### src/rtl/color_cap_pkg.sv
// Shared types and constants for the colour-sensor capture front end.
// Imported by the capture top and its sequential divider.
package color_cap_pkg;

    typedef enum logic [2:0] {
        ST_IDLE,
        ST_SEL,
        ST_SETTLE,
        ST_GATE,
        ST_SCALE,
        ST_PUBLISH
    } state_t;

    typedef enum logic [1:0] {
        CH_R,
        CH_G,
        CH_B
    } chan_t;

    localparam logic [1:0] FILT_R = 2'b00;
    localparam logic [1:0] FILT_G = 2'b11;
    localparam logic [1:0] FILT_B = 2'b01;

    localparam logic [7:0] SAT = 8'hFF;

    function automatic logic [1:0] filt_code(input chan_t ch);
        case (ch)
            CH_G:    return FILT_G;
            CH_B:    return FILT_B;
            default: return FILT_R;
        endcase
    endfunction

    function automatic chan_t next_chan(input chan_t ch);
        case (ch)
            CH_R:    return CH_G;
            CH_G:    return CH_B;
            default: return CH_R;
        endcase
    endfunction

endpackage

### src/rtl/seq_divider.sv
// Restoring divider, one quotient bit per cycle after a one-cycle load.
// done_o pulses for one cycle with quotient_o valid.
module seq_divider #(
    parameter int DD_W = 28,
    parameter int DS_W = 20
) (
    input  logic            clk_i,
    input  logic            rst_i,
    input  logic            start_i,
    input  logic [DD_W-1:0] dividend_i,
    input  logic [DS_W-1:0] divisor_i,
    output logic            busy_o,
    output logic            done_o,
    output logic [DD_W-1:0] quotient_o
);

    localparam int CW = $clog2(DD_W + 1);

    logic [DS_W-1:0] rem_q, rem_d;
    logic [DS_W-1:0] dvs_q, dvs_d;
    logic [DD_W-1:0] quo_q, quo_d;
    logic [CW-1:0]   cnt_q, cnt_d;
    logic            busy_q, busy_d;
    logic            done_q, done_d;
    logic [DS_W:0]   trial;

    always_comb begin
        rem_d  = rem_q;
        dvs_d  = dvs_q;
        quo_d  = quo_q;
        cnt_d  = cnt_q;
        busy_d = busy_q;
        done_d = 1'b0;
        trial  = {rem_q, quo_q[DD_W-1]};
        if (start_i && !busy_q) begin
            rem_d  = '0;
            dvs_d  = divisor_i;
            quo_d  = dividend_i;
            cnt_d  = CW'(DD_W);
            busy_d = 1'b1;
        end else if (busy_q) begin
            if (trial >= {1'b0, dvs_q}) begin
                rem_d = DS_W'(trial - {1'b0, dvs_q});
                quo_d = {quo_q[DD_W-2:0], 1'b1};
            end else begin
                rem_d = trial[DS_W-1:0];
                quo_d = {quo_q[DD_W-2:0], 1'b0};
            end
            cnt_d = cnt_q - CW'(1);
            if (cnt_q == CW'(1)) begin
                busy_d = 1'b0;
                done_d = 1'b1;
            end
        end
    end

    always_ff @(posedge clk_i) begin
        if (rst_i) begin
            rem_q  <= '0;
            dvs_q  <= '0;
            quo_q  <= '0;
            cnt_q  <= '0;
            busy_q <= 1'b0;
            done_q <= 1'b0;
        end else begin
            rem_q  <= rem_d;
            dvs_q  <= dvs_d;
            quo_q  <= quo_d;
            cnt_q  <= cnt_d;
            busy_q <= busy_d;
            done_q <= done_d;
        end
    end

    assign busy_o     = busy_q;
    assign done_o     = done_q;
    assign quotient_o = quo_q;

endmodule

### src/rtl/color_sensor_capture.sv
// TCS3200-style colour sensor driver: per-filter frequency count,
// white-reference normalisation and publication of an 8-bit RGB triple.
module color_sensor_capture
    import color_cap_pkg::*;
#(
    parameter int GATE_CYCLES   = 500_000,
    parameter int SETTLE_CYCLES = 50_000,
    parameter int CNT_W         = 20,
    parameter int WHITE_INIT    = 255
) (
    input  logic       sys_clk,
    input  logic       sys_rst,
    input  logic       sensor_out,
    input  logic       cal_white,
    output logic       s0,
    output logic       s1,
    output logic       s2,
    output logic       s3,
    output logic [7:0] data_r,
    output logic [7:0] data_g,
    output logic [7:0] data_b,
    output logic       data_valid,
    output logic       cal_done
);

    localparam int TMAX = (GATE_CYCLES > SETTLE_CYCLES) ? GATE_CYCLES : SETTLE_CYCLES;
    localparam int TW   = $clog2(TMAX + 1);
    localparam int DD_W = CNT_W + 8;
    localparam logic [CNT_W-1:0] WINIT = CNT_W'(WHITE_INIT);
    localparam logic [CNT_W-1:0] CMAX  = '1;

    state_t           state_q, state_d;
    chan_t            ch_q, ch_d;
    logic [TW-1:0]    tmr_q, tmr_d;
    logic [CNT_W-1:0] cnt_q, cnt_d, cnt_nxt;
    logic [CNT_W-1:0] raw_r_q, raw_g_q, raw_b_q, raw_r_d, raw_g_d, raw_b_d;
    logic [CNT_W-1:0] wht_r_q, wht_g_q, wht_b_q, wht_r_d, wht_g_d, wht_b_d;
    logic [7:0]       res_r_q, res_g_q, res_r_d, res_g_d;
    logic [7:0]       dat_r_q, dat_g_q, dat_b_q, dat_r_d, dat_g_d, dat_b_d;
    logic [1:0]       filt_q, filt_d;
    logic             pend_q, pend_d, calf_q, calf_d;
    logic             cdone_q, cdone_d, div_run_q, div_run_d;
    logic [1:0]       sync_q;
    logic             prev_q, edge_q;

    logic             enter_r, scale_fin, div_start, div_busy, div_done;
    logic [7:0]       scale_res;
    logic [CNT_W-1:0] cur_raw, cur_white;
    logic [DD_W-1:0]  dividend, div_quot;

    always_comb begin
        case (ch_q)
            CH_G:    begin cur_raw = raw_g_q; cur_white = wht_g_q; end
            CH_B:    begin cur_raw = raw_b_q; cur_white = wht_b_q; end
            default: begin cur_raw = raw_r_q; cur_white = wht_r_q; end
        endcase
    end

    // raw * 255 without a multiplier
    assign dividend = ({8'd0, cur_raw} << 8) - {8'd0, cur_raw};

    seq_divider #(.DD_W(DD_W), .DS_W(CNT_W)) u_div (
        .clk_i      (sys_clk),
        .rst_i      (sys_rst),
        .start_i    (div_start),
        .dividend_i (dividend),
        .divisor_i  (cur_white),
        .busy_o     (div_busy),
        .done_o     (div_done),
        .quotient_o (div_quot)
    );

    always_comb begin
        state_d   = state_q;
        ch_d      = ch_q;
        tmr_d     = tmr_q;
        cnt_d     = cnt_q;
        raw_r_d   = raw_r_q;
        raw_g_d   = raw_g_q;
        raw_b_d   = raw_b_q;
        wht_r_d   = wht_r_q;
        wht_g_d   = wht_g_q;
        wht_b_d   = wht_b_q;
        res_r_d   = res_r_q;
        res_g_d   = res_g_q;
        dat_r_d   = dat_r_q;
        dat_g_d   = dat_g_q;
        dat_b_d   = dat_b_q;
        filt_d    = filt_q;
        pend_d    = pend_q | cal_white;
        calf_d    = calf_q;
        cdone_d   = cdone_q;
        div_run_d = div_run_q;
        enter_r   = 1'b0;
        scale_fin = 1'b0;
        scale_res = 8'h00;
        div_start = 1'b0;
        cnt_nxt   = cnt_q;
        if (edge_q && cnt_q != CMAX) cnt_nxt = cnt_q + CNT_W'(1);

        unique case (state_q)
            ST_IDLE: begin
                state_d = ST_SEL;
                ch_d    = CH_R;
                enter_r = 1'b1;
            end
            ST_SEL: begin
                filt_d  = filt_code(ch_q);
                cnt_d   = '0;
                tmr_d   = TW'(SETTLE_CYCLES - 1);
                state_d = ST_SETTLE;
            end
            ST_SETTLE: begin
                if (tmr_q == '0) begin
                    tmr_d   = TW'(GATE_CYCLES - 1);
                    state_d = ST_GATE;
                end else begin
                    tmr_d = tmr_q - TW'(1);
                end
            end
            ST_GATE: begin
                cnt_d = cnt_nxt;
                if (tmr_q != '0) begin
                    tmr_d = tmr_q - TW'(1);
                end else begin
                    case (ch_q)
                        CH_G:    raw_g_d = cnt_nxt;
                        CH_B:    raw_b_d = cnt_nxt;
                        default: raw_r_d = cnt_nxt;
                    endcase
                    if (ch_q != CH_B) begin
                        ch_d    = next_chan(ch_q);
                        state_d = ST_SEL;
                    end else if (calf_q) begin
                        wht_r_d = raw_r_q;
                        wht_g_d = raw_g_q;
                        wht_b_d = cnt_nxt;
                        cdone_d = 1'b1;
                        calf_d  = 1'b0;
                        ch_d    = CH_R;
                        state_d = ST_SEL;
                        enter_r = 1'b1;
                    end else begin
                        ch_d    = CH_R;
                        state_d = ST_SCALE;
                    end
                end
            end
            ST_SCALE: begin
                if (!div_run_q) begin
                    if (cur_white == '0) begin
                        scale_fin = 1'b1;
                        scale_res = (cur_raw == '0) ? 8'h00 : SAT;
                    end else if (cur_raw >= cur_white) begin
                        scale_fin = 1'b1;
                        scale_res = SAT;
                    end else if (!div_busy) begin
                        div_start = 1'b1;
                        div_run_d = 1'b1;
                    end
                end else if (div_done) begin
                    scale_fin = 1'b1;
                    div_run_d = 1'b0;
                    scale_res = (div_quot[DD_W-1:8] != '0) ? SAT : div_quot[7:0];
                end
                if (scale_fin) begin
                    case (ch_q)
                        CH_R: begin
                            res_r_d = scale_res;
                            ch_d    = CH_G;
                        end
                        CH_G: begin
                            res_g_d = scale_res;
                            ch_d    = CH_B;
                        end
                        default: begin
                            dat_r_d = res_r_q;
                            dat_g_d = res_g_q;
                            dat_b_d = scale_res;
                            ch_d    = CH_R;
                            state_d = ST_PUBLISH;
                        end
                    endcase
                end
            end
            ST_PUBLISH: begin
                state_d = ST_SEL;
                ch_d    = CH_R;
                enter_r = 1'b1;
            end
            default: state_d = ST_IDLE;
        endcase

        // a request arriving on the very entry edge still claims this frame
        if (enter_r) begin
            calf_d = pend_q | cal_white;
            pend_d = 1'b0;
        end
    end

    always_ff @(posedge sys_clk) begin
        if (sys_rst) begin
            state_q   <= ST_IDLE;
            ch_q      <= CH_R;
            tmr_q     <= '0;
            cnt_q     <= '0;
            raw_r_q   <= '0;
            raw_g_q   <= '0;
            raw_b_q   <= '0;
            wht_r_q   <= WINIT;
            wht_g_q   <= WINIT;
            wht_b_q   <= WINIT;
            res_r_q   <= '0;
            res_g_q   <= '0;
            dat_r_q   <= '0;
            dat_g_q   <= '0;
            dat_b_q   <= '0;
            filt_q    <= FILT_R;
            pend_q    <= 1'b0;
            calf_q    <= 1'b0;
            cdone_q   <= 1'b0;
            div_run_q <= 1'b0;
            sync_q    <= '0;
            prev_q    <= 1'b0;
            edge_q    <= 1'b0;
        end else begin
            state_q   <= state_d;
            ch_q      <= ch_d;
            tmr_q     <= tmr_d;
            cnt_q     <= cnt_d;
            raw_r_q   <= raw_r_d;
            raw_g_q   <= raw_g_d;
            raw_b_q   <= raw_b_d;
            wht_r_q   <= wht_r_d;
            wht_g_q   <= wht_g_d;
            wht_b_q   <= wht_b_d;
            res_r_q   <= res_r_d;
            res_g_q   <= res_g_d;
            dat_r_q   <= dat_r_d;
            dat_g_q   <= dat_g_d;
            dat_b_q   <= dat_b_d;
            filt_q    <= filt_d;
            pend_q    <= pend_d;
            calf_q    <= calf_d;
            cdone_q   <= cdone_d;
            div_run_q <= div_run_d;
            sync_q    <= {sync_q[0], sensor_out};
            prev_q    <= sync_q[1];
            edge_q    <= sync_q[1] & ~prev_q;
        end
    end

    assign s0         = 1'b1;
    assign s1         = 1'b0;
    assign {s2, s3}   = filt_q;
    assign data_r     = dat_r_q;
    assign data_g     = dat_g_q;
    assign data_b     = dat_b_q;
    assign data_valid = (state_q == ST_PUBLISH);
    assign cal_done   = cdone_q;

endmodule
### config.mk
export PLATFORM = sky130hd
export DESIGN_NAME = color_sensor_capture
export DESIGN_NICKNAME = d
export VERILOG_FILES = /design/src/rtl/color_cap_pkg.sv /design/src/rtl/seq_divider.sv /design/src/rtl/color_sensor_capture.sv
export SDC_FILE = /design/constraint.sdc
export NUM_CORES = 1
export LEC_CHECK = 0
export CORE_MARGIN = 3
export CORE_UTILIZATION = 48
export DETAILED_ROUTE_END_ITERATION = 8
export GPL_TIMING_DRIVEN = 0
export PLACE_DENSITY = 0.74
export SYNTH_ARGS = -nofsm -noshare
export SYNTH_HDL_FRONTEND = slang
export SYNTH_HIERARCHICAL = 1
export SYNTH_SLANG_ARGS = --single-unit
### constraint.sdc
create_clock -name sys_clk -period 9.15 [get_ports sys_clk]
set_input_delay 1.83 -clock sys_clk [delete_from_list [all_inputs] [get_ports sys_clk]]
set_output_delay 1.83 -clock sys_clk [all_outputs]
set_load 0.02 [all_outputs]
## Word-level counts from Yosys, hierarchy flattened

Index checks and enable logic that the tools add are counted.

- Output and inout bits: 30
- Flip-flop bits (word level): 289
- Logic and storage cells: 150
- Bits of input ports: 4

- Bitwise logic cells: 8
- Eq/ne operators: 17
- Order comparisons: 2
- Muxes and demuxes: 56
- Add/subtract/negate cells: 5
- Reduce and logical (&&, ||, !) cells: 32

Operators with widths:

| kind | number |
|---|---|
| $pmux W20 S2 | 3 |
| $pmux W19 S3 | 1 |
| $mux W28 | 2 |
| $mux W8 | 6 |
| $logic_not A20 Y1 | 2 |
| $mux W20 | 2 |
| $mux W19 | 2 |
| $sub A28 B20 Y28 | 1 |
| $mux W1 | 24 |
| $reduce_and A3 Y1 | 8 |
| $ge A21 B20 Y1 | 1 |
| $add A20 B1 Y20 const B | 1 |
| $ge A20 B20 Y1 | 1 |
| $ne A20 B20 Y1 const B | 1 |
| $reduce_bool A20 Y1 | 1 |
| $sub A20 B20 Y20 | 1 |
| $logic_not A19 Y1 | 1 |
| $reduce_bool A19 Y1 | 1 |
| $sub A19 B1 Y19 const B | 1 |
| $mux W3 | 6 |
| $ne A2 B2 Y1 const B | 8 |
| $pmux W3 S5 | 1 |
| $mux W5 | 2 |
| $reduce_or A2 Y1 | 5 |
| other kinds (23) | 38 |

## Longest topological paths before layout

Gate-level depths: netlist (run 1).

- Depth in word-level cells: 9
- Depth in mapped cells: 22
- Gate-level depth less buffers: 18

## Modules after synthesis

Netlist (run 1), hierarchy kept.

By module, submodules not included:

| module | times used | sequential area each (sq um) | area each (sq um) | cells an instance |
|---|---|---|---|---|
| color_sensor_capture | 1 | 4284.1 | 10976.8 | 1319 |
| seq_divider | 1 | 1501.4 | 4239.1 | 526 |

## Worst setup path after synthesis (run 1)

No wires, ideal clock.

- Path kind: reg-to-reg
- Start: reg ch_q[0]
- End: reg u_div.quo_q[14], in the netlist u_div/quotient_o[14]
- Required time: 9.022 ns
- Cell stages (with the launch flop): 21
- Path buffers: 5
- Arrival time: 4.261 ns
- Setup slack: 4.761 ns
- Library setup time: 0.128 ns
- Cell sequence: dfxtp_1 inv_1 ha_1 buf_2 buf_4 buf_4 mux2i_1 ha_1 nand2b_1 a2111oi_0 o31ai_1 o2bb2ai_1 a211oi_2 nand3b_1 nor2_1 clkbuf_1 buf_1 mux2i_1 nor2_1 a21oi_1 nor2_1

- Cells in the longest elaborated chain, start to end: 9
- Elaborated cells between the ends (all ways): 14

Ends and longest elaborated chain:

| what | RTL line | RTL |
|---|---|---|
| from (decl) | color_sensor_capture.sv:33 | `chan_t ch_q, ch_d;` |
| from (signal assigned) | color_sensor_capture.sv:228 | `ch_q <= ch_d;` |
| $eq A2 B2 Y1 or $eq A2 B1 Y1 (tied branches) | color_sensor_capture.sv:52 | `case (ch_q)` |
| $pmux W20 S2 | color_sensor_capture.sv:52 |  |
| $ge A20 B20 Y1 | color_sensor_capture.sv:154 | `end else if (cur_raw >= cur_white) begin` |
| $mux W1 | color_sensor_capture.sv:154 |  |
| $mux W1 * | color_sensor_capture.sv:151 | `if (cur_white == '0) begin` |
| $mux W1 * | color_sensor_capture.sv:150 | `if (!div_run_q) begin` |
| $mux W1 * | color_sensor_capture.sv:101 | `unique case (state_q)` |
| named net div_start | color_sensor_capture.sv:46 | `logic enter_r, scale_fin, div_start, div_busy, div_done;` |
| $logic_and A1 B1 Y1 * | seq_divider.sv:35 | `if (start_i && !busy_q) begin` |
| $mux W28 or $reduce_bool A2 Y1 (tied branches) | -- |  |
| to (signal assigned) | seq_divider.sv:68 | `quo_q <= quo_d;` |
| to (decl) | seq_divider.sv:21 | `logic [DD_W-1:0] quo_q, quo_d;` |

Mark *: on every way through the listed nets, which the timed path passes. The rest lies on a longest branch.
A chain may end at the register's enable or synchronous reset.

## Worst setup path after layout (run 1)

- Start: reg ch_q[0]
- End: reg u_div.rem_q[6]

- Cells in the longest elaborated chain, start to end: 9
- Elaborated cells between the ends (all ways): 12

Ends and longest elaborated chain:

| what | RTL line | RTL |
|---|---|---|
| $eq A2 B2 Y1 or $eq A2 B1 Y1 (tied branches) | color_sensor_capture.sv:52 |  |
| $pmux W20 S2 | color_sensor_capture.sv:52 |  |
| $ge A20 B20 Y1 | color_sensor_capture.sv:154 |  |
| $mux W1 | color_sensor_capture.sv:154 |  |
| $mux W1 * | color_sensor_capture.sv:151 |  |
| $mux W1 * | color_sensor_capture.sv:150 |  |
| $mux W1 * | color_sensor_capture.sv:101 |  |
| named net div_start | color_sensor_capture.sv:46 |  |
| $logic_and A1 B1 Y1 * | seq_divider.sv:35 |  |
| $reduce_or A2 Y1 (no line) * | -- |  |
| to (signal assigned) | seq_divider.sv:66 | `rem_q <= rem_d;` |
| to (decl) | seq_divider.sv:19 | `logic [DS_W-1:0] rem_q, rem_d;` |

Marks and branches as above.

==> results_tabular.tex, run 1 <==
\begin{tabular}{lr}
\hline
Metric & Value \\
\hline
\multicolumn{2}{l}{\textbf{Clocking}} \\
TritonCTS clock tree & done \\
Number of buffers inserted for hold repair after clock tree synthesis & 0 \\
Post-CTS resize count & 0 \\
Maximum clock path buffer count & 3 \\
Htree depth & 1 \\
Clk\_lat worst skew & 0.60 ns \\
Cts bufs inserted & 31 \\
Setup bufs post-CTS & 0 \\
Clock Pin Slew Worst Setup and Hold Paths & 0.06 ns \\
Clk Tree Root Cell & clkbuf\_16 \\
Clock Sink Count & 289 \\
\multicolumn{2}{l}{\textbf{Setup path}} \\
Slowest stage delay, CP & 0.66 ns \\
Number of buffers and inverters on the critical path & 7 \\
Number of cells on the worst reg-to-reg path & 20 \\
Startpoint-to-endpoint class of the critical path & flop to flop \\
Kind of cell with the highest combined delay on the critical path & buffers and inverters \\
Crit path capture type & flop \\
Maximum net fanout on the critical path & 10 \\
Reg-to-reg startpoint & ch\_q[0] \\
Capture point of the worst reg-to-reg path & u\_div/rem\_q[6] \\
Sequence of cells on the critical path & inv\_1, ha\_1, buf\_2, buf\_2, buf\_4, mux2i\_1, inv\_1, ha\_1, a2111oi\_0, o31ai\_1, o2bb2ai\_1, a211oi\_2, nand3b\_1, nor2\_1, clkbuf\_1, nor2b\_1, nor2\_1, clkbuf\_1, o21ai\_0, a21oi\_1 \\
Worst path required time & 9.61 ns \\
Beginning of the critical path & ch\_q[0] \\
Worst setup path endpoint & u\_div/rem\_q[6] \\
Stages on the worst setup path & 20 \\
Slowest stage cell, crit path & a211oi\_2 \\
Worst endpoint data arrival time & 6.50 ns \\
Startpoint type of the worst setup path & flop \\
Reg-to-reg slack, setup & 3.11 ns \\
\multicolumn{2}{l}{\textbf{Status}} \\
Outcome & complete, no violations \\
\multicolumn{2}{l}{\textbf{Floorplanning}} \\
CORE AREA & 30900 sq um \\
Rows & 64 \\
Die Height & 184 um \\
Number of top-level design ports & 34 \\
Chip Width & 184 um \\
Total die area & 33900 sq um \\
Effective utilization at floorplan & 49.2\% \\
\multicolumn{2}{l}{\textbf{Drt}} \\
Routed Wire Length & 43600 um \\
Detail-routed net length per standard cell & 18.8 um \\
Number of detailed-route iterations in the first pass & 7 \\
Via-to-Cell Ratio & 5.88 \\
Routed vias & 13664 \\
DRC marker count from the first detailed-route iteration & 1100 \\
Antenna viol nets, final & 0 \\
Post-route DRC & 0 \\
\multicolumn{2}{l}{\textbf{Yosys}} \\
Post-Synthesis Cell Area & 15200 sq um \\
Most frequent cell after synthesis & dfxtp\_1 \\
Number of distinct library cells after synthesis & 80 \\
Most numerous cell types in the synthesized netlist & dfxtp\_1, nor2\_1, nand2\_1 \\
Number of enable-type register cells in the synthesized netlist & 0 \\
Simple-gate share of the synthesized area & 20.1\% \\
Cell count after synthesis & 1845 \\
Proportion of netlist area held by the largest area contributor & 38.0\% \\
Proportion of synthesized area in mux cells & 6.40\% \\
Synthesized-area fraction occupied by xor and xnor cells & 3.74\% \\
Combinational family with the most area after synthesis & compound AO/OA/AOI/OAI gates \\
Average size of a mapped cell & 8.25 sq um \\
Compound-Gate Fraction of Synth Area & 20.7\% \\
Post-synthesis cell type with the largest combined area & dfxtp\_1 \\
Adder-cell share of the synthesized area & 5.23\% \\
Predominant post-synthesis flop cell & dfxtp\_1 \\
Total nets after synthesis & 1912 \\
Count of state elements after synthesis & 289 \\
Share of async-settable or async-resettable flops after synthesis & 0\% \\
Number of warning messages in the yosys log & 6 \\
Synth top area cells & dfxtp\_1, nor2\_1, mux2i\_1, a21oi\_1, ha\_1 \\
Share of the yosys chip area belonging to registers & 38.0\% \\
\multicolumn{2}{l}{\textbf{Cells and area}} \\
Number of diodes & 0 \\
Ratio of cells with drive above 1 in the final layout & 6.64\% \\
Area Overhead vs Synth & 12.4\% \\
Final design area excluding fillers & 17100 sq um \\
Filler Cell Count & 2854 \\
Final Net Count & 1976 \\
\multicolumn{2}{l}{\textbf{Timing}} \\
Clock skew & 0.0166 ns \\
Worst-margin pin slew & 0.912 ns \\
Final hold violations & 0 \\
Unrepaired setup endpoints after global routing & no \\
Post-route minimum period & 6.04 ns \\
Maximum clock frequency & 166 MHz \\
Number of failing setup endpoints in the final timing report & 0 \\
Total Neg Setup Slack & 0 ns \\
Final slew viol count & 0 \\
Relative slew slack & 37.6\% \\
Final critical-path share of the clock period & 66.0\% \\
\multicolumn{2}{l}{\textbf{Global routing}} \\
Overall track demand over capacity in global routing & 25.5\% \\
Total congestion overflow & 0 \\
First-pass GRT wire length & 69800 um \\
Vias in the first global route & 12995 \\
Initial antenna violation count & 0 \\
Largest net degree at the start of global routing & 17 \\
\multicolumn{2}{l}{\textbf{Placement}} \\
IO Port Bufs & 31 \\
Detailed-placement wirelength estimate & 33200 um \\
Final estimated routing congestion in global placement & 0.948 \\
Post-DP Area & 16000 sq um \\
\multicolumn{2}{l}{\textbf{Run}} \\
Max-Cap Viols & 0 \\
\multicolumn{2}{l}{\textbf{Pwr}} \\
Leakage dissipation & 6.57 nW \\
Worst vdd ir & 0.196 mV \\
Power density cells & 249 nW/um\^{}2 \\
\multicolumn{2}{l}{\textbf{Worst hold path}} \\
Hold/Removal Path Class & flop to flop \\
Count of cells along the worst hold path & 1 \\
\hline
\end{tabular}
-- worst register-to-register path, cell delays in order (launching register included) --
cell and delay (ns):
dfxtp_1 0.38, inv_1 0.12, ha_1 0.29, buf_2 0.24
buf_2 0.36, buf_4 0.29, mux2i_1 0.51, inv_1 0.18
ha_1 0.31, a2111oi_0 0.36, o31ai_1 0.16, o2bb2ai_1 0.16
a211oi_2 0.66, nand3b_1 0.18, nor2_1 0.13, clkbuf_1 0.41
nor2b_1 0.45, nor2_1 0.20, clkbuf_1 0.28, o21ai_0 0.18
a21oi_1 0.07
-- routing by layer --
layer  track usage [%]  routed length [um]  vias up
met5                 0                   0        -
met4              8.13                1520        0
met2              41.5               19600      464
met3              5.40                3240       93
li1                  -                   -     6624
met1              33.9               19300     6483
-- how the worst min path moves through the flow --
stage,slack (ns),end,start
2_1_floorplan,0.37,edge_q,prev_q
3_3_place_gp,0.38,edge_q,prev_q
3_5_place_dp,0.38,edge_q,prev_q
4_1_cts,0.40,edge_q,prev_q
5_1_grt,0.43,edge_q,prev_q
6_report,0.40,edge_q,prev_q
-- registers in the layout, indices dropped and copies added (netlist names), 19 cells and up --
signal	count
u_div/quotient_o	28
cnt_q	20
u_div/rem_q	20
wht_g_q	20
tmr_q	19
wht_r_q	20
wht_b_q	20
raw_g_q	20
raw_b_q	20
u_div/dvs_q	20
raw_r_q	20
-- layout by cell type, fill, tap and decap left out, drive strengths merged, types with 7 or more instances in the layout --
master         instances
a211o                  8
a211oi                98
a21o                  25
a21oi                159
a22o                  31
a22oi                 14
a31oi                  7
and2                  10
and3                  11
buf                   51
clkbuf               105
clkdlybuf4s50         31
dfxtp                289
ha                    62
inv                   85
mux2i                 95
nand2                183
nand2b                14
nand3                 16
nand3b                19
nand4                 24
nor2                 270
nor2b                 20
nor3                  34
nor4                  21
o21a                   8
o21ai                 70
xnor2                 48
xor2                  17
-- logic make-up (layout without fill, tap and decap cells) --
| kind of cell | Yosys count | in the layout |
|---|---|---|
| buf+inv | 202 | 286 |
| mux | 97 | 97 |
| other cells | 2 | 2 |
| compound gates | 470 | 470 |
| simple gates | 657 | 657 |
| fa+ha+maj | 63 | 63 |
| flops | 289 | 289 |
| xor+xnor | 65 | 65 |
-- stage by stage --
| stage | cells | worst slack (ns) | power [mW] | hold slack, ns | utilization (%) |
|---|---|---|---|---|---|
| 6_report | 2325 | 3.11 | 4.27 | 0.401 | 55.3 |
| 5_1_grt | 2325 | 2.85 | 4.48 | 0.426 | 55.3 |
| 4_1_cts | 2325 | 3.29 | 4.25 | 0.397 | 55.3 |
| 3_5_place_dp | 2272 | 3.35 | 2.91 | 0.377 | 51.8 |
| 3_3_place_gp | 2272 | 3.49 | 2.88 | 0.376 | 51.8 |
| 2_1_floorplan | 1845 | 4.76 | 2.54 | 0.367 | - |
-- power breakdown --
part           switching, mW  internal (mW)
logic                  0.948          0.627
clock network          0.540          0.814
registers             0.0427           1.30
-- final cells by class --
cell class | count | area, sq um | share of cell area, %
inverters | 83 | 312 | 1.82
repair buffers | 31 | 310 | 1.81
multi-input cells | 1354 | 8550 | 50.0
clock buffers | 37 | 828 | 4.84
well taps | 396 | 495 | 2.90
plain buffers | 119 | 572 | 3.34
flip-flops and latches | 289 | 5790 | 33.8
clock inverters | 16 | 258 | 1.51
Power figures use the tool's default switching activity.
==> inputs of run 2 (changes only) <==
- clock period: 9.15 -> 6.25 ns (I/O delays scaled with it)
==> results_tabular.tex, run 2 (synthesis results as in run 1) <==
\begin{tabular}{lr}
\hline
Metric & Value \\
\hline
\multicolumn{2}{l}{\textbf{Cells and area}} \\
Ratio of cells with drive above 1 in the final layout & 6.64\% \\
Number of diodes & 0 \\
Area Overhead vs Synth & 12.5\% \\
Most frequent cells in the layout & dfxtp\_1, nor2\_1, nand2\_1 \\
Flip-flop count of the largest register, all copies and words added & 28 \\
Final Net Count & 1976 \\
Commonest non-fill, non-tap cell in the layout & dfxtp\_1 \\
\multicolumn{2}{l}{\textbf{Clocking}} \\
Setup bufs post-CTS & 0 \\
Clk\_lat worst skew & 0.59 ns \\
TritonCTS clock tree & done \\
Clock Pin Slew Worst Setup and Hold Paths & 0.06 ns \\
Number of buffers inserted for hold repair after clock tree synthesis & 0 \\
Cts bufs inserted & 31 \\
Clk Tree Root Cell & clkbuf\_16 \\
Post-CTS resize count & 0 \\
Maximum clock path buffer count & 3 \\
Htree depth & 1 \\
Clock Sink Count & 289 \\
\multicolumn{2}{l}{\textbf{Setup path}} \\
Startpoint-to-endpoint class of the critical path & flop to flop \\
Worst path required time & 6.71 ns \\
Startpoint type of the worst setup path & flop \\
Sequence of cells on the critical path & inv\_1, ha\_1, buf\_2, buf\_2, buf\_4, mux2i\_1, inv\_1, ha\_1, a2111oi\_0, o31ai\_1, o2bb2ai\_1, a211oi\_4, nand3b\_1, nor2\_1, clkbuf\_1, nor2b\_1, nor2\_1, clkbuf\_1, o21ai\_0, a21oi\_1 \\
Slowest stage delay, CP & 0.53 ns \\
Crit path capture type & flop \\
Maximum net fanout on the critical path & 10 \\
Slowest stage cell, crit path & mux2i\_1 \\
Worst endpoint data arrival time & 6.31 ns \\
\multicolumn{2}{l}{\textbf{Timing}} \\
Post-route minimum period & 5.86 ns \\
Total Neg Setup Slack & 0 ns \\
Relative slew slack & 36.7\% \\
Final hold violations & 0 \\
Worst-margin pin slew & 0.925 ns \\
Min Hold Slack & 0.401 ns \\
Unrepaired setup endpoints after global routing & no \\
Final critical-path share of the clock period & 93.7\% \\
Clock skew & 0.0186 ns \\
Maximum clock frequency & 171 MHz \\
Number of failing setup endpoints in the final timing report & 0 \\
Final slew viol count & 0 \\
\multicolumn{2}{l}{\textbf{Pwr}} \\
Power density cells & 366 nW/um\^{}2 \\
Clock power share & 31.6\% \\
Sw Share & 35.9\% \\
Sequential group share of total power & 31.3\% \\
Worst vdd ir & 0.287 mV \\
Psw & 2.25 mW \\
Proportion of power drawn by combinational gates & 37.1\% \\
Leakage dissipation & 6.57 nW \\
Cell internal pwr & 4.01 mW \\
\multicolumn{2}{l}{\textbf{Drt}} \\
Via-to-Cell Ratio & 5.87 \\
Antenna viol nets, final & 0 \\
Number of detailed-route iterations in the first pass & 8 \\
Detail-routed net length per standard cell & 18.8 um \\
Routed Wire Length & 43700 um \\
DRC marker count from the first detailed-route iteration & 1070 \\
Routed vias & 13656 \\
Post-route DRC & 0 \\
\multicolumn{2}{l}{\textbf{Run}} \\
Max-Cap Viols & 0 \\
\multicolumn{2}{l}{\textbf{Floorplanning}} \\
CORE AREA & 30900 sq um \\
Effective utilization at floorplan & 49.2\% \\
Die Height & 184 um \\
Number of top-level design ports & 34 \\
Total die area & 33900 sq um \\
Rows & 64 \\
Chip Width & 184 um \\
\multicolumn{2}{l}{\textbf{Placement}} \\
IO Port Bufs & 31 \\
Detailed-placement wirelength estimate & 33200 um \\
Final estimated routing congestion in global placement & 0.948 \\
\multicolumn{2}{l}{\textbf{Worst hold path}} \\
Hold/Removal Path Class & flop to flop \\
\multicolumn{2}{l}{\textbf{Global routing}} \\
Vias in the first global route & 12995 \\
First-pass GRT wire length & 69800 um \\
Largest net degree at the start of global routing & 17 \\
Overall track demand over capacity in global routing & 25.5\% \\
Initial antenna violation count & 0 \\
Total congestion overflow & 0 \\
\multicolumn{2}{l}{\textbf{Status}} \\
Outcome & complete, no violations \\
\hline
\end{tabular}
## run 2: power groups by stage
stage / Combinational [mW] / Clock, mW / Sequential, mW
after CTS: 2.27 / 2.00 / 1.96
after global placement: 2.23 / 0 / 1.99
after floorplan: 1.74 / 0 / 1.98
final: 2.32 / 1.98 / 1.96
after detailed placement: 2.26 / 0 / 2.00
after global routing: 2.55 / 2.06 / 1.96
## run 2: area by class of cell
class,count,area [sq um]
fill,2854,13800
sequential,289,5790
multi-input combinational,1354,8550
clock buffer,37,828
inverter,83,312
timing repair buffer,31,310
tap,396,495
clock inverter,16,258
buffer,119,572
## run 2: through the flow
stage	instance area [sq um]	power, mW	utilization (%)	setup WS [ns]	std cells
2_1_floorplan	15200	3.72	-	1.86	1845
3_3_place_gp	16000	4.22	51.8	0.590	2272
3_5_place_dp	16000	4.26	51.8	0.448	2272
4_1_cts	17100	6.23	55.3	0.393	2325
5_1_grt	17100	6.57	55.4	0.110	2325
6_report	17100	6.26	55.4	0.392	2325
## run 2: worst paths after layout
check                from              to  slack, ns  cells after the start
setup / recovery  ch_q[0]  u_div/rem_q[6]       0.39                     20
hold reg to reg    prev_q          edge_q       0.40                      1
setup reg to reg  ch_q[0]  u_div/rem_q[6]       0.39                     20
hold / removal     prev_q          edge_q       0.40                      1
## run 2: per-layer routing
layer / global-route usage [%] / up-vias / wire [um] / part of all wire [%]
li1: - / 6615 / - / -
met1: 33.9 / 6490 / 19300 / 44
met2: 41.5 / 456 / 19700 / 45
met3: 5.40 / 95 / 3150 / 7.2
met4: 8.13 / 0 / 1530 / 3.5
met5: 0 / - / 0 / 0
## run 2: worst max-delay path: cells and delay by family (launching register included)
kind                     cells  cell delay, ns
AND/OR/NAND/NOR              4            0.94
buffers and inverters        7            1.87
flip-flops                   1            0.38
adder cells (fa/ha/maj)      2            0.60
AO/OA/AOI/OAI                6            1.41
multiplexers                 1            0.53
==> inputs of run 3 (changes only) <==
- CORE_UTILIZATION: 48 -> 50
- PLACE_DENSITY: 0.74 -> 0.76
- SKIP_CTS_REPAIR_TIMING: not set -> 1
==> results_tabular.tex, run 3 (synthesis results as in run 1) <==
\begin{tabular}{lr}
\hline
Metric & Value \\
\hline
\multicolumn{2}{l}{\textbf{Status}} \\
Outcome & complete, no violations \\
\multicolumn{2}{l}{\textbf{Setup path}} \\
Reg-to-reg startpoint & ch\_q[0] \\
Maximum net fanout on the critical path & 10 \\
Slowest stage delay, CP & 0.60 ns \\
Number of buffers and inverters on the critical path & 7 \\
Stages on the worst setup path & 20 \\
Worst path required time & 6.68 ns \\
Kind of cell with the highest combined delay on the critical path & buffers and inverters \\
Slowest stage cell, crit path & buf\_1 \\
Worst setup path endpoint & u\_div/quotient\_o[6] \\
CP most frequent cell & nor2\_1 \\
Capture point of the worst reg-to-reg path & u\_div/quotient\_o[6] \\
Startpoint-to-endpoint class of the critical path & flop to flop \\
Number of cells on the worst reg-to-reg path & 20 \\
Reg-to-reg slack, setup & 0.41 ns \\
Sequence of cells on the critical path & inv\_1, ha\_1, buf\_2, buf\_2, buf\_4, mux2i\_1, inv\_1, ha\_1, a2111oi\_0, o31ai\_1, o2bb2ai\_1, a211oi\_2, nand3b\_1, nor2\_1, clkbuf\_1, buf\_1, mux2i\_1, nor2\_1, a21oi\_1, nor2\_1 \\
Worst endpoint data arrival time & 6.27 ns \\
Beginning of the critical path & ch\_q[0] \\
Startpoint type of the worst setup path & flop \\
Crit path capture type & flop \\
\multicolumn{2}{l}{\textbf{Clocking}} \\
Clk Tree Root Cell & clkbuf\_16 \\
Clock Pin Slew Worst Setup and Hold Paths & 0.06 ns \\
TritonCTS clock tree & done \\
Cts bufs inserted & 30 \\
Htree depth & 1 \\
Clock Sink Count & 289 \\
Clk\_lat worst skew & 0.59 ns \\
Maximum clock path buffer count & 3 \\
\multicolumn{2}{l}{\textbf{Run}} \\
Max-Cap Viols & 0 \\
\multicolumn{2}{l}{\textbf{Drt}} \\
Number of detailed-route iterations in the first pass & 6 \\
Detail-routed net length per standard cell & 18.8 um \\
Routed vias & 13901 \\
Via-to-Cell Ratio & 5.99 \\
Post-route DRC & 0 \\
DRC marker count from the first detailed-route iteration & 1168 \\
Antenna viol nets, final & 0 \\
Routed Wire Length & 43500 um \\
\multicolumn{2}{l}{\textbf{Cells and area}} \\
Number of diodes & 0 \\
Flip-flop count of the largest register, all copies and words added & 28 \\
Final Net Count & 1975 \\
Commonest non-fill, non-tap cell in the layout & dfxtp\_1 \\
Final design area excluding fillers & 17100 sq um \\
Most frequent cells in the layout & dfxtp\_1, nor2\_1, nand2\_1 \\
Ratio of cells with drive above 1 in the final layout & 6.78\% \\
Area Overhead vs Synth & 12.3\% \\
\multicolumn{2}{l}{\textbf{Worst hold path}} \\
Hold/Removal Path Class & flop to flop \\
\multicolumn{2}{l}{\textbf{Floorplanning}} \\
Total die area & 32600 sq um \\
Die Height & 180 um \\
Rows & 63 \\
Number of top-level design ports & 34 \\
Chip Width & 180 um \\
CORE AREA & 29800 sq um \\
Effective utilization at floorplan & 51.1\% \\
\multicolumn{2}{l}{\textbf{Global routing}} \\
Initial antenna violation count & 0 \\
Largest net degree at the start of global routing & 17 \\
First-pass GRT wire length & 70500 um \\
Overall track demand over capacity in global routing & 25.9\% \\
Vias in the first global route & 13330 \\
Total congestion overflow & 0 \\
\multicolumn{2}{l}{\textbf{Timing}} \\
Final slew viol count & 0 \\
Number of failing setup endpoints in the final timing report & 0 \\
Worst-margin pin slew & 1.03 ns \\
Relative slew slack & 31.2\% \\
Total Neg Setup Slack & 0 ns \\
Maximum clock frequency & 171 MHz \\
Clock skew & 0.0294 ns \\
Unrepaired setup endpoints after global routing & no \\
Setup slack of the critical path after layout & 0.414 ns \\
Final critical-path share of the clock period & 93.4\% \\
Final hold violations & 0 \\
Post-route minimum period & 5.84 ns \\
\multicolumn{2}{l}{\textbf{Pwr}} \\
Sw Share & 36.1\% \\
Psw & 2.22 mW \\
Clock power share & 30.8\% \\
Sequential group share of total power & 31.8\% \\
Overall power after layout & 6.16 mW \\
Power density cells & 360 nW/um\^{}2 \\
Cell internal pwr & 3.94 mW \\
Proportion of power drawn by combinational gates & 37.4\% \\
Worst vdd ir & 0.276 mV \\
Leakage dissipation & 6.56 nW \\
\multicolumn{2}{l}{\textbf{Placement}} \\
Final estimated routing congestion in global placement & 0.990 \\
IO Port Bufs & 31 \\
Post-DP Area & 16000 sq um \\
DP Worst Slack & 0.618 ns \\
Detailed-placement wirelength estimate & 32600 um \\
\hline
\end{tabular}
==> run 3: worst min-delay path by stage <==
stage / startpoint / end / slack [ns] / cells past startpoint
after floorplan: prev_q / edge_q / 0.37 / 1
after global placement: prev_q / edge_q / 0.38 / 1
after detailed placement: prev_q / edge_q / 0.38 / 1
after CTS: prev_q / edge_q / 0.39 / 1
after global routing: prev_q / edge_q / 0.40 / 1
final: prev_q / edge_q / 0.39 / 1
==> run 3: layer usage <==
metal  global-route usage, %  wire length [um]  vias to the layer above
met3                    3.71              3320                      131
met2                    41.8             19500                      596
met4                    9.61              1800                        0
met5                       0                 0                        -
met1                    35.3             18900                     6548
li1                        -                 -                     6626
==> run 3: final cells by class <==
cell class	instances	area (sq um)
Fill cell	2677	12700
Multi-Input combinational cell	1354	8550
Sequential cell	289	5790
Clock buffer	38	841
Buffer	119	572
Tap cell	390	488
Inverter	83	312
Timing Repair Buffer	31	310
Clock inverter	17	225
==> run 3: power groups by stage <==
stage,sequential (mW),clock (mW),combinational (mW)
floorplan,1.98,0,1.74
global route,1.96,2.00,2.52
global placement,1.99,0,2.19
finish,1.96,1.90,2.30
CTS,1.96,1.92,2.25
detailed placement,2.00,0,2.24
==> run 3: stage by stage <==
stage | hold WS (ns) | cells | utilization (%)
after floorplan | 0.367 | 1845 | -
after global placement | 0.378 | 2266 | 53.7
after detailed placement | 0.378 | 2266 | 53.7
after CTS | 0.389 | 2321 | 57.3
after global routing | 0.401 | 2321 | 57.3
final | 0.394 | 2321 | 57.3
